[src/rtl/goomy_pkg.sv]
// ----------------------------------------------------------------------------
// goomy_pkg
// Shared types and widths for the stor_mem word store and its write queue.
//   MEM_ADDR_W : word address width (addresses are [MEM_ADDR_W:1])
//   MEM_DATA_W : word data width
//   wq_entry_t : one queued store {addr, data}
// ----------------------------------------------------------------------------
package goomy_pkg;

    localparam int MEM_ADDR_W = 15;
    localparam int MEM_DATA_W = 16;

    typedef logic [MEM_ADDR_W:1]   mem_addr_t;
    typedef logic [MEM_DATA_W-1:0] mem_data_t;

    typedef struct packed {
        mem_addr_t addr;
        mem_data_t data;
    } wq_entry_t;

endpackage

[src/rtl/stor_mem_wq_if.sv]
// ----------------------------------------------------------------------------
// stor_mem_wq_if
// Store request handshake from the execute side into the write queue.
//   st_valid : store request
//   st_ready : queue can accept a store this cycle
//   st_addr  : store word address
//   st_data  : store data
// master = store producer, slave = write queue.
// ----------------------------------------------------------------------------
interface stor_mem_wq_if;
    import goomy_pkg::*;

    logic      st_valid;
    logic      st_ready;
    mem_addr_t st_addr;
    mem_data_t st_data;

    modport master (output st_valid, output st_addr, output st_data, input st_ready);
    modport slave  (input st_valid, input st_addr, input st_data, output st_ready);

endinterface

[src/rtl/wq_fwd_match.sv]
// ----------------------------------------------------------------------------
// wq_fwd_match
// Combinational youngest-match search over the write queue entries.
//   entries : entry array (circular buffer storage)
//   head    : index of the oldest valid entry
//   count   : number of valid entries, 0..DEPTH
//   ld_addr : load word address to look up
//   hit     : some valid entry matches ld_addr
//   data    : data of the youngest matching entry (0 when no hit)
// ----------------------------------------------------------------------------
module wq_fwd_match
    import goomy_pkg::*;
#(
    parameter int DEPTH    = 4,
    parameter int PTR_BITS = 2
) (
    input  wq_entry_t            entries [DEPTH],
    input  logic [PTR_BITS-1:0]  head,
    input  logic [PTR_BITS:0]    count,
    input  mem_addr_t            ld_addr,
    output logic                 hit,
    output mem_data_t            data
);

    logic [PTR_BITS-1:0] idx;

    // Walk from oldest to youngest; a later match overwrites an earlier one,
    // so the youngest matching store is what remains.
    always_comb begin
        // NOTE: every variable written here gets a default first, otherwise
        // paths that skip an assignment would infer a latch.
        hit  = 1'b0;
        data = '0;
        idx  = '0;
        for (int i = 0; i < DEPTH; i++) begin
            idx = head + PTR_BITS'(i);
            if (((PTR_BITS+1)'(i) < count) && (entries[idx].addr == ld_addr)) begin
                hit  = 1'b1;
                data = entries[idx].data;
            end
        end
    end

endmodule

[src/rtl/stor_mem_wq.sv]
// ----------------------------------------------------------------------------
// stor_mem_wq
// Write queue and port controller for stor_mem. Buffers stores, drains one per
// cycle into the stor_mem write port, and serves loads on read port 1 with
// forwarding from queued stores.
//   clk, rst_n           : clock, asynchronous active-low reset
//   st (slave)           : store handshake (st_valid/st_ready/st_addr/st_data)
//   ld_addr / ld_data    : combinational load lookup
//   drain_en             : 0 holds draining (enqueue still allowed)
//   empty                : no entries queued
//   mem_wen/waddr/wdata  : stor_mem write port
//   mem_raddr1/rdata1    : stor_mem read port 1
// ----------------------------------------------------------------------------
module stor_mem_wq
    import goomy_pkg::*;
#(
    parameter int DEPTH    = 4,
    parameter int PTR_BITS = 2
) (
    input  logic              clk,
    input  logic              rst_n,
    stor_mem_wq_if.slave      st,
    input  mem_addr_t         ld_addr,
    output mem_data_t         ld_data,
    input  logic              drain_en,
    output logic              empty,
    output logic              mem_wen,
    output mem_addr_t         mem_waddr,
    output mem_data_t         mem_wdata,
    output mem_addr_t         mem_raddr1,
    input  mem_data_t         mem_rdata1
);

    localparam logic [PTR_BITS:0] FULL_CNT = (PTR_BITS+1)'(DEPTH);

    logic [PTR_BITS-1:0] head_q, head_d;
    logic [PTR_BITS-1:0] tail_q, tail_d;
    logic [PTR_BITS:0]   count_q, count_d;
    wq_entry_t           entries_q [DEPTH];

    logic      st_ready_w;
    logic      enq;
    logic      fwd_hit;
    mem_data_t fwd_data;

    // Ready depends only on registered count: no full-queue bypass, and no
    // combinational path from st_* to any output.
    assign st_ready_w  = (count_q != FULL_CNT);
    assign st.st_ready = st_ready_w;
    assign empty       = (count_q == '0);
    assign mem_wen     = drain_en && !empty;
    assign enq         = st.st_valid && st_ready_w;

    assign mem_waddr   = entries_q[head_q].addr;
    assign mem_wdata   = entries_q[head_q].data;

    always_comb begin
        head_d  = head_q;
        tail_d  = tail_q;
        count_d = count_q;
        if (enq) tail_d = tail_q + 1'b1;
        if (mem_wen) head_d = head_q + 1'b1;
        unique case ({enq, mem_wen})
            2'b10:   count_d = count_q + 1'b1;
            2'b01:   count_d = count_q - 1'b1;
            default: count_d = count_q;
        endcase
    end

    // NOTE: sequential state uses non-blocking assignments so every register
    // samples pre-edge values regardless of statement order.
    always_ff @(posedge clk or negedge rst_n) begin
        if (!rst_n) begin
            head_q  <= '0;
            tail_q  <= '0;
            count_q <= '0;
        end else begin
            head_q  <= head_d;
            tail_q  <= tail_d;
            count_q <= count_d;
        end
    end

    // NOTE: the entry array is deliberately not reset; an entry is only ever
    // read while count marks it valid, so its power-up contents never matter.
    always_ff @(posedge clk) begin
        if (enq) begin
            entries_q[tail_q] <= '{addr: st.st_addr, data: st.st_data};
        end
    end

    wq_fwd_match #(
        .DEPTH    (DEPTH),
        .PTR_BITS (PTR_BITS)
    ) u_fwd (
        .entries (entries_q),
        .head    (head_q),
        .count   (count_q),
        .ld_addr (ld_addr),
        .hit     (fwd_hit),
        .data    (fwd_data)
    );

    // The head entry being drained this cycle still forwards: memory only
    // takes the write at the coming edge.
    assign mem_raddr1 = ld_addr;
    assign ld_data    = fwd_hit ? fwd_data : mem_rdata1;

endmodule
[src/flat_wrapper.sv]
// flat-port wrapper written by rule: the top's interface ports become plain ports
module stor_mem_wq_flat import goomy_pkg::*;
#(
    parameter int DEPTH    = 4,
    parameter int PTR_BITS = 2
)
  (clk, rst_n, ld_addr, ld_data, drain_en, empty, mem_wen, mem_waddr, mem_wdata, mem_raddr1, mem_rdata1, st_st_valid, st_st_addr, st_st_data, st_st_ready);
  stor_mem_wq_if st_i ();
  input  logic clk;
  input  logic rst_n;
  input  mem_addr_t ld_addr;
  output mem_data_t ld_data;
  input  logic drain_en;
  output logic empty;
  output logic mem_wen;
  output mem_addr_t mem_waddr;
  output mem_data_t mem_wdata;
  output mem_addr_t mem_raddr1;
  input  mem_data_t mem_rdata1;
  input wire logic [$bits(st_i.st_valid)-1:0] st_st_valid;
  input wire logic [$bits(st_i.st_addr)-1:0] st_st_addr;
  input wire logic [$bits(st_i.st_data)-1:0] st_st_data;
  output wire logic [$bits(st_i.st_ready)-1:0] st_st_ready;
  assign st_i.st_valid = st_st_valid;
  assign st_i.st_addr = st_st_addr;
  assign st_i.st_data = st_st_data;
  assign st_st_ready = st_i.st_ready;
  stor_mem_wq #(.DEPTH(DEPTH), .PTR_BITS(PTR_BITS)) u_core (.clk(clk), .rst_n(rst_n), .st(st_i), .ld_addr(ld_addr), .ld_data(ld_data), .drain_en(drain_en), .empty(empty), .mem_wen(mem_wen), .mem_waddr(mem_waddr), .mem_wdata(mem_wdata), .mem_raddr1(mem_raddr1), .mem_rdata1(mem_rdata1));
endmodule
[config.mk]
export PLATFORM = sky130hd
export DESIGN_NAME = stor_mem_wq_flat
export DESIGN_NICKNAME = d
export VERILOG_FILES = /design/src/rtl/goomy_pkg.sv /design/src/rtl/stor_mem_wq_if.sv /design/src/rtl/wq_fwd_match.sv /design/src/rtl/stor_mem_wq.sv /design/src/flat_wrapper.sv
export SDC_FILE = /design/constraint.sdc
export NUM_CORES = 1
export LEC_CHECK = 0
export ABC_AREA = 1
export BUFFER_PORTS_ARGS = -buffer_cell sky130_fd_sc_hd__buf_2
export CAP_MARGIN = 10
export CORE_MARGIN = 2
export CORE_UTILIZATION = 55
export DETAILED_ROUTE_END_ITERATION = 10
export PLACE_DENSITY = 0.85
export REMOVE_ABC_BUFFERS = 1
export SLEW_MARGIN = 20
export SYNTH_ARGS = -nofsm -noshare
export SYNTH_HDL_FRONTEND = slang
export SYNTH_SLANG_ARGS = --single-unit
[constraint.sdc]
create_clock -name clk -period 6.1 [get_ports clk]
set_clock_uncertainty 0.05 [all_clocks]
set_input_delay 0.305 -clock clk [delete_from_list [all_inputs] [get_ports clk]]
set_output_delay 0.305 -clock clk [all_outputs]
set_load 0.05 [all_outputs]
[Word level (Yosys, flattened, before mapping)]
Index checks and enable logic that the tools add are counted.
Word-level totals
  word-level logic and storage cells: 74
  register bits after elaboration: 131
  input port bits: 66
  output and inout port bits: 65
Cells by class
  bitwise gates (word level): 5
  eq/ne operators: 7
  $lt $le $gt $ge: 10
  multiplexer cells: 25
  reductions and logical operators: 10
  $add $sub $neg: 6
Operator list (count)
  $mux 31: 9
  $bmux 31 s2: 4
  $bwmux 124: 1
  $mux 16: 5
  $demux 31 s2: 1
  $eq 15x15->1: 4
  $ge 3x3->1 const B: 5
  $not 2->3: 5
  $logic_and 1x1->1: 7
  $lt 1x3->1 const A: 2
  $lt 2x3->1 const A: 2
  $pmux 3 s2: 1
  $add 2x1->2 const B: 2
  $add 2x2->2 const B: 2
  $mux 1: 4
  $add 3x1->3 const B: 1
  $logic_not 3->1: 1
  $lt 3x1->1 const B: 1
  $ne 3x3->1 const B: 1
  $sub 3x1->3 const B: 1
  $eq 2x1->1 const B: 1
  $eq 2x2->1 const B: 1
  $reduce_bool 2->1: 1
  $logic_not 1->1: 1

[Logic depth before layout (Yosys ltp)]
  depth after elaboration: 11
  gate-level depth with buffers: 19
  mapped depth without buffers: 16

[By module]
A second synthesis with hierarchy kept.
Unflattened totals
  cell total of the unflattened synthesis: 1604
  area, all modules: 10929.2 µm²
Modules (own cells, without submodules)
  stor_mem_wq: area an instance 5866.9 µm², times used 1, seq. area each 3898.7 µm², cells an instance 455
  wq_fwd_match: area an instance 5062.4 µm², times used 1, seq. area each 0.0 µm², cells an instance 1149

[Worst setup path before layout]
No wires, ideal clock.
  path kind: reg2out
  from: register u_core.head_q[0]
  to: output port ld_data[0]
  stages on the path, launching flop included: 13
  path buffers: 4
  arrival: 2990 ps
  path slack: 2755 ps
  data required time: 5745 ps
  cell sequence: dfrtp_1 -> buf_6 -> buf_6 -> buf_4 -> buf_2 -> mux2i_1 -> o21ai_0 -> nand3_1 -> nand2_1 -> nand2_1 -> nand2_1 -> nand2_1 -> nand3_1
On the way
  elaborated cells between the ends (all ways): 36
  classes of those cells: add/sub: 3; eq/ne: 4; mux: 21; bitwise: 4; reduce/logical: 4
RTL lines
  from (decl): RTL line stor_mem_wq.sv:36  | logic [PTR_BITS-1:0] head_q, head_d;
  from (signal assigned): RTL line stor_mem_wq.sv:74  | head_q <= '0;
  from (signal assigned): RTL line stor_mem_wq.sv:78  | head_q <= head_d;
  $not 2->3
  $bmux 31 s2
  $mux 31 (not written as such) (2 in series): RTL line wq_fwd_match.sv:37  | if (((PTR_BITS+1)'(i) < count) && (entries[idx].addr == ld_addr)) begin
  named net mem_wdata[0]: RTL line flat_wrapper.sv:17  | output mem_data_t mem_wdata;
  $mux 16 (4 in series): RTL line wq_fwd_match.sv:37
  $mux 16: RTL line stor_mem_wq.sv:107  | assign ld_data = fwd_hit ? fwd_data : mem_rdata1;
  to (decl): RTL line flat_wrapper.sv:12  | output mem_data_t ld_data;
The timed path passes the listed nets, and every way through them passes these cells. The select of a mux whose other input is x is not followed.

[Worst setup path in the final report]
  from: register u_core.head_q[0]
  to: output port ld_data[13]
On the way
  word-level cells in the longest chain between the ends: 11
  elaborated cells between the ends (all ways): 36
  classes of those cells: add/sub: 3; eq/ne: 4; mux: 21; bitwise: 4; reduce/logical: 4
RTL lines (RTL line)
  $add 2x1->2 or $not 2->3 (tied branches): wq_fwd_match.sv:36, wq_fwd_match.sv:37, wq_fwd_match.sv:39
  $not 2->3 (not written as such) or $bmux 31 s2 (tied branches): wq_fwd_match.sv:37, wq_fwd_match.sv:39
  $bmux 31 s2 or $mux 31 (tied branches): wq_fwd_match.sv:37, wq_fwd_match.sv:39
  $mux 31 (on tied branches): wq_fwd_match.sv:39, wq_fwd_match.sv:37
  $mux 31 (not written as such) or $eq 15x15->1 (tied branches): wq_fwd_match.sv:39, wq_fwd_match.sv:37
  $eq 15x15->1 or $logic_and 1x1->1 (tied branches): wq_fwd_match.sv:37
  $logic_and 1x1->1 (tied with other cells): wq_fwd_match.sv:37
  $mux 16 or $mux 1 (tied branches) (3 in series): wq_fwd_match.sv:37
  $mux 16 *: stor_mem_wq.sv:107
Every way passes the cells marked *; elsewhere a longest branch is shown, timed or not. The select of a mux whose other input is x is not followed.

==> report_table.html <==
<table>
<tr><th>Metric</th><th>Value</th></tr>
<tr><th colspan="2">Critical path</th></tr>
<tr><td>Flop-to-flop setup slack</td><td>3.57 ns</td></tr>
<tr><td>Max Fanout on Critical Path</td><td>71</td></tr>
<tr><td>R2R Path End</td><td>u_core.count_q[2]</td></tr>
<tr><td>Number of cell instances on the worst register-to-register path</td><td>10</td></tr>
<tr><td>Classification of the worst setup path</td><td>reg -&gt; out</td></tr>
<tr><td>Critical path startpoint category</td><td>register</td></tr>
<tr><td>Req. time, crit path</td><td>5.74 ns</td></tr>
<tr><td>Data arrival, critical path</td><td>4.98 ns</td></tr>
<tr><td>Type of element capturing the critical path</td><td>output pin</td></tr>
<tr><td>Worst reg2reg path startpoint</td><td>u_core.count_q[0]</td></tr>
<tr><th colspan="2">Synth</th></tr>
<tr><td>Total number of yosys warnings</td><td>0</td></tr>
<tr><td>Most common cell in the synthesized netlist</td><td>sky130_fd_sc_hd__nand2_1</td></tr>
<tr><td>Library cell occupying the most area in the post-synthesis netlist</td><td>sky130_fd_sc_hd__edfxtp_1</td></tr>
<tr><td>Primary flip-flop cell chosen by synthesis mapping</td><td>sky130_fd_sc_hd__edfxtp_1</td></tr>
<tr><td>Total standard cell area after synthesis</td><td>9860 µm²</td></tr>
<tr><td>Number of enable flip-flop cells after synthesis</td><td>124</td></tr>
<tr><td>FF+latch count, synth</td><td>131</td></tr>
<tr><td>Sequential-to-total area share from yosys stat</td><td>39.5%</td></tr>
<tr><td>Cell types with the highest counts after synthesis</td><td>sky130_fd_sc_hd__nand2_1 (691), sky130_fd_sc_hd__nand3_1 (171), sky130_fd_sc_hd__inv_1 (128)</td></tr>
<tr><td>Number of distinct standard cells referenced by the synthesized netlist</td><td>29</td></tr>
<tr><td>Ranking of synthesized cells by area</td><td>sky130_fd_sc_hd__edfxtp_1 (38%), sky130_fd_sc_hd__nand2_1 (26%), sky130_fd_sc_hd__nand3_1 (8.7%), sky130_fd_sc_hd__o21ai_0 (5.2%), sky130_fd_sc_hd__inv_1 (4.9%)</td></tr>
<tr><td>Avg Synthesized Cell Area</td><td>6.69 µm²</td></tr>
<tr><td>Number of cells produced by synthesis</td><td>1475</td></tr>
<tr><td>Proportion of netlist area held by the largest area contributor</td><td>37.8%</td></tr>
<tr><td>Proportion of synthesized flip-flops having asynchronous set or reset</td><td>5.34%</td></tr>
<tr><th colspan="2">Floorplan</th></tr>
<tr><td>Row Count</td><td>48</td></tr>
<tr><td>Floorplan die width</td><td>138 µm</td></tr>
<tr><td>Die H</td><td>138 µm</td></tr>
<tr><td>Placeable Area</td><td>17400 µm²</td></tr>
<tr><td>Initial standard-cell utilization of the core</td><td>56.6%</td></tr>
<tr><td>Area of the die</td><td>19000 µm²</td></tr>
<tr><td>Number of top-level design ports</td><td>131</td></tr>
<tr><th colspan="2">Timing</th></tr>
<tr><td>Final cycle utilization of the critical path</td><td>87.4%</td></tr>
<tr><td>Post-route minimum period</td><td>5.33 ns</td></tr>
<tr><td>Worst Max-Slew Pin Slew</td><td>1.04 ns</td></tr>
<tr><td>Unrepaired setup endpoints after global routing</td><td>no</td></tr>
<tr><td>Max Clk Rate</td><td>188 MHz</td></tr>
<tr><td>Final critical-path setup slack</td><td>0.767 ns</td></tr>
<tr><td>Worst rel slew slack</td><td>30.4%</td></tr>
<tr><td>Setup-violating endpoint count in the final report</td><td>0</td></tr>
<tr><td>Hold violation total from the final report</td><td>0</td></tr>
<tr><td>Final slew viol count</td><td>0</td></tr>
<tr><th colspan="2">Power</th></tr>
<tr><td>VDD IR max</td><td>0.351 mV</td></tr>
<tr><td>Switching part of the total</td><td>55.1%</td></tr>
<tr><td>Leakage power figure</td><td>5.59 nW</td></tr>
<tr><td>P per Cell Area</td><td>561 nW/µm²</td></tr>
<tr><td>Comb pwr share</td><td>63.1%</td></tr>
<tr><td>Switching power</td><td>3.41 mW</td></tr>
<tr><td>Cell internal pwr</td><td>2.78 mW</td></tr>
<tr><td>Reg power frac</td><td>21.1%</td></tr>
<tr><td>Total power</td><td>6.19 mW</td></tr>
<tr><td>Clock group share of total power</td><td>15.9%</td></tr>
<tr><th colspan="2">Clock network</th></tr>
<tr><td>Clk sinks</td><td>131</td></tr>
<tr><td>Gates resized, CTS repair</td><td>0</td></tr>
<tr><td>Post-CTS repair timing setup buffer count</td><td>0</td></tr>
<tr><td>CTS clk-pin slew, worst paths</td><td>0.06 ns</td></tr>
<tr><td>Maximum clock path buffer count</td><td>2</td></tr>
<tr><td>Clock root buffer</td><td>sky130_fd_sc_hd__clkbuf_16</td></tr>
<tr><td>Clock Latency Late Sink</td><td>0.43 ns</td></tr>
<tr><td>Clock H-tree levels</td><td>4</td></tr>
<tr><td>CTS tree</td><td>yes</td></tr>
<tr><td>Number of clock buffers inserted by TritonCTS</td><td>17</td></tr>
<tr><th colspan="2">Final layout</th></tr>
<tr><td>FF+latch area</td><td>3900 µm²</td></tr>
<tr><td>Multi-input gate area in the final layout</td><td>5000 µm²</td></tr>
<tr><td>Count of filler cells inserted in the layout</td><td>1554</td></tr>
<tr><td>Diode count</td><td>0</td></tr>
<tr><td>Layout cells sized above 1</td><td>12.1%</td></tr>
<tr><td>Net count reported at finish</td><td>1626</td></tr>
<tr><td>Final core utilization</td><td>63.4%</td></tr>
<tr><td>Summed area of non-filler cells in the final layout</td><td>11000 µm²</td></tr>
<tr><td>Area growth from synthesis to layout</td><td>11.9%</td></tr>
<tr><td>Fin cells</td><td>1790</td></tr>
<tr><th colspan="2">Drt</th></tr>
<tr><td>Wirelength, routed</td><td>28.3 mm</td></tr>
<tr><td>Initial DRT Pass Iterations</td><td>8</td></tr>
<tr><td>Count of nets left with antenna violations after detail routing</td><td>0</td></tr>
<tr><td>Via count</td><td>10000</td></tr>
<tr><td>Violation count after the first detailed-routing iteration</td><td>1294</td></tr>
<tr><td>Average vias per placed instance</td><td>5.60</td></tr>
<tr><td>Remaining DRCs</td><td>0</td></tr>
<tr><td>Average detailed-routed wire length per instance</td><td>15.8 µm</td></tr>
<tr><th colspan="2">Place</th></tr>
<tr><td>Cell Count Post-Placement</td><td>1753</td></tr>
<tr><td>Total cell area at the placement stage</td><td>10400 µm²</td></tr>
<tr><td>Worst setup timing slack at the placement stage</td><td>1.38 ns</td></tr>
<tr><td>Gpl congestion</td><td>1.01</td></tr>
<tr><td>HPWL after detailed placement</td><td>19.3 mm</td></tr>
<tr><td>PortBufs</td><td>130</td></tr>
<tr><th colspan="2">Global routing</th></tr>
<tr><td>Final global-route overflow total</td><td>0</td></tr>
<tr><td>Maximum number of pins on one net before global-route repair</td><td>106</td></tr>
<tr><td>Antenna violations before repair</td><td>0</td></tr>
<tr><td>Overall track demand over capacity in global routing</td><td>30.1%</td></tr>
<tr><td>Via count of the first global-routing pass</td><td>8699</td></tr>
<tr><td>Global-route wire length before repair</td><td>44.1 mm</td></tr>
<tr><th colspan="2">Worst hold path</th></tr>
<tr><td>Depth of the worst hold-timing path</td><td>1</td></tr>
<tr><td>Type of the tightest min-delay check</td><td>in -&gt; reg</td></tr>
<tr><td>Startpoint of the lowest-slack hold path</td><td>st_st_data[0]</td></tr>
<tr><td>Hold endpoint</td><td>u_core.entries_q[62]</td></tr>
<tr><th colspan="2">Flow run</th></tr>
<tr><td>Number of max-cap violations</td><td>0</td></tr>
<tr><th colspan="2">Outcome</th></tr>
<tr><td>Run status</td><td>complete, no violations</td></tr>
</table>
[layer usage]
layer,up-vias,GRT usage [%],wire (µm)
met5,-,0,0
met4,0,9.98,637
met3,63,4.13,2720
met2,597,46.6,13000
met1,4484,43.6,11900
li1,4875,-,-
[power groups by stage]
stage,combinational (mW),sequential (mW),clock [mW]
global placement,3.68,1.31,0
detailed placement,3.74,1.32,0
finish,3.90,1.30,0.983
floorplan,2.73,1.44,0
CTS,3.77,1.30,0.983
global route,4.30,1.32,1.02
[sequential cells by signal, summed over array words and instances (netlist names)]
register,count
u_core.tail_q,2
u_core.head_q,2
u_core.count_q,3
u_core.entries_q,124
[per-stage QoR]
step	setup TNS [ns]	hold slack [ns]
floorplan	-19.37	-0.0406
global placement	0	0.128
detailed placement	0	0.132
CTS	0	0.0324
global route	0	0.0323
finish	0	0.0374
[critical path, stage by stage (launching register included)]
cell	delay (ns)
sky130_fd_sc_hd__dfrtp_4	0.54
sky130_fd_sc_hd__inv_4	0.49
sky130_fd_sc_hd__nand2_1	0.13
sky130_fd_sc_hd__nand2_2	0.74
sky130_fd_sc_hd__nand2_1	0.18
sky130_fd_sc_hd__nand3_1	0.15
sky130_fd_sc_hd__nand2_1	0.11
sky130_fd_sc_hd__nor2_1	0.18
sky130_fd_sc_hd__nand2_1	0.10
sky130_fd_sc_hd__nor2_2	0.52
sky130_fd_sc_hd__nand2_1	0.50
sky130_fd_sc_hd__nand3_1	0.26
sky130_fd_sc_hd__nor2_4	0.16
sky130_fd_sc_hd__a21oi_1	0.18
sky130_fd_sc_hd__nand2_1	0.06
sky130_fd_sc_hd__buf_2	0.20
[cell families after synthesis]
family          share of synthesized area (%)
mux                                      2.94
compound gates                           6.55
flops                                    39.5
simple gates                             39.4
fa+ha+maj                                1.01
buf+inv                                  10.0
xor+xnor                                0.533
[final cells by class]
type | count | share of cell area [%]
multi-input combinational | 1133 | 45.3
inverter | 129 | 4.41
sequential | 131 | 35.4
clock inverter | 14 | 1.19
timing repair buffer | 140 | 7.26
clock buffer | 18 | 3.89
tap | 225 | 2.55
[worst max-delay path by stage]
stage,start,cells past startpoint,to
2_1_floorplan,u_core.head_q[0],15,ld_data[0]
3_3_place_gp,u_core.head_q[0],15,ld_data[13]
3_5_place_dp,u_core.head_q[0],15,ld_data[13]
4_1_cts,u_core.head_q[0],15,ld_data[13]
5_1_grt,u_core.head_q[0],15,ld_data[14]
6_report,u_core.head_q[0],15,ld_data[13]
[layout by cell type, fill, tap and decap left out, types with 2 or more instances in the layout]
cell / netlist / layout
sky130_fd_sc_hd__buf_4: 21 / 5
sky130_fd_sc_hd__inv_1: 128 / 127
sky130_fd_sc_hd__clkinv_4: 0 / 3
sky130_fd_sc_hd__ha_1: 8 / 8
sky130_fd_sc_hd__clkbuf_16: 0 / 17
sky130_fd_sc_hd__nand3_1: 171 / 171
sky130_fd_sc_hd__buf_16: 0 / 3
sky130_fd_sc_hd__buf_2: 28 / 130
sky130_fd_sc_hd__inv_6: 0 / 3
sky130_fd_sc_hd__nand2_2: 2 / 2
sky130_fd_sc_hd__nor2_4: 2 / 6
sky130_fd_sc_hd__clkinv_2: 0 / 3
sky130_fd_sc_hd__edfxtp_1: 124 / 124
sky130_fd_sc_hd__o21ai_1: 18 / 18
sky130_fd_sc_hd__nor2_1: 82 / 78
sky130_fd_sc_hd__a21oi_1: 5 / 5
sky130_fd_sc_hd__xnor2_1: 2 / 2
sky130_fd_sc_hd__xor2_1: 4 / 4
sky130_fd_sc_hd__nor2_2: 6 / 6
sky130_fd_sc_hd__o21ai_0: 103 / 103
sky130_fd_sc_hd__dfrtp_1: 7 / 5
sky130_fd_sc_hd__nand4_1: 4 / 4
sky130_fd_sc_hd__nand2_1: 691 / 691
sky130_fd_sc_hd__mux2i_1: 29 / 29
sky130_fd_sc_hd__clkinvlp_4: 0 / 3
[repair_timing]
item | 4_1_cts | 5_1_grt
hold endpoints to repair | 7 | 0
hold buffers | 1 | 0
setup endpoints to repair | 0 | 0
No activity file was read; power rests on OpenSTA's default activity.
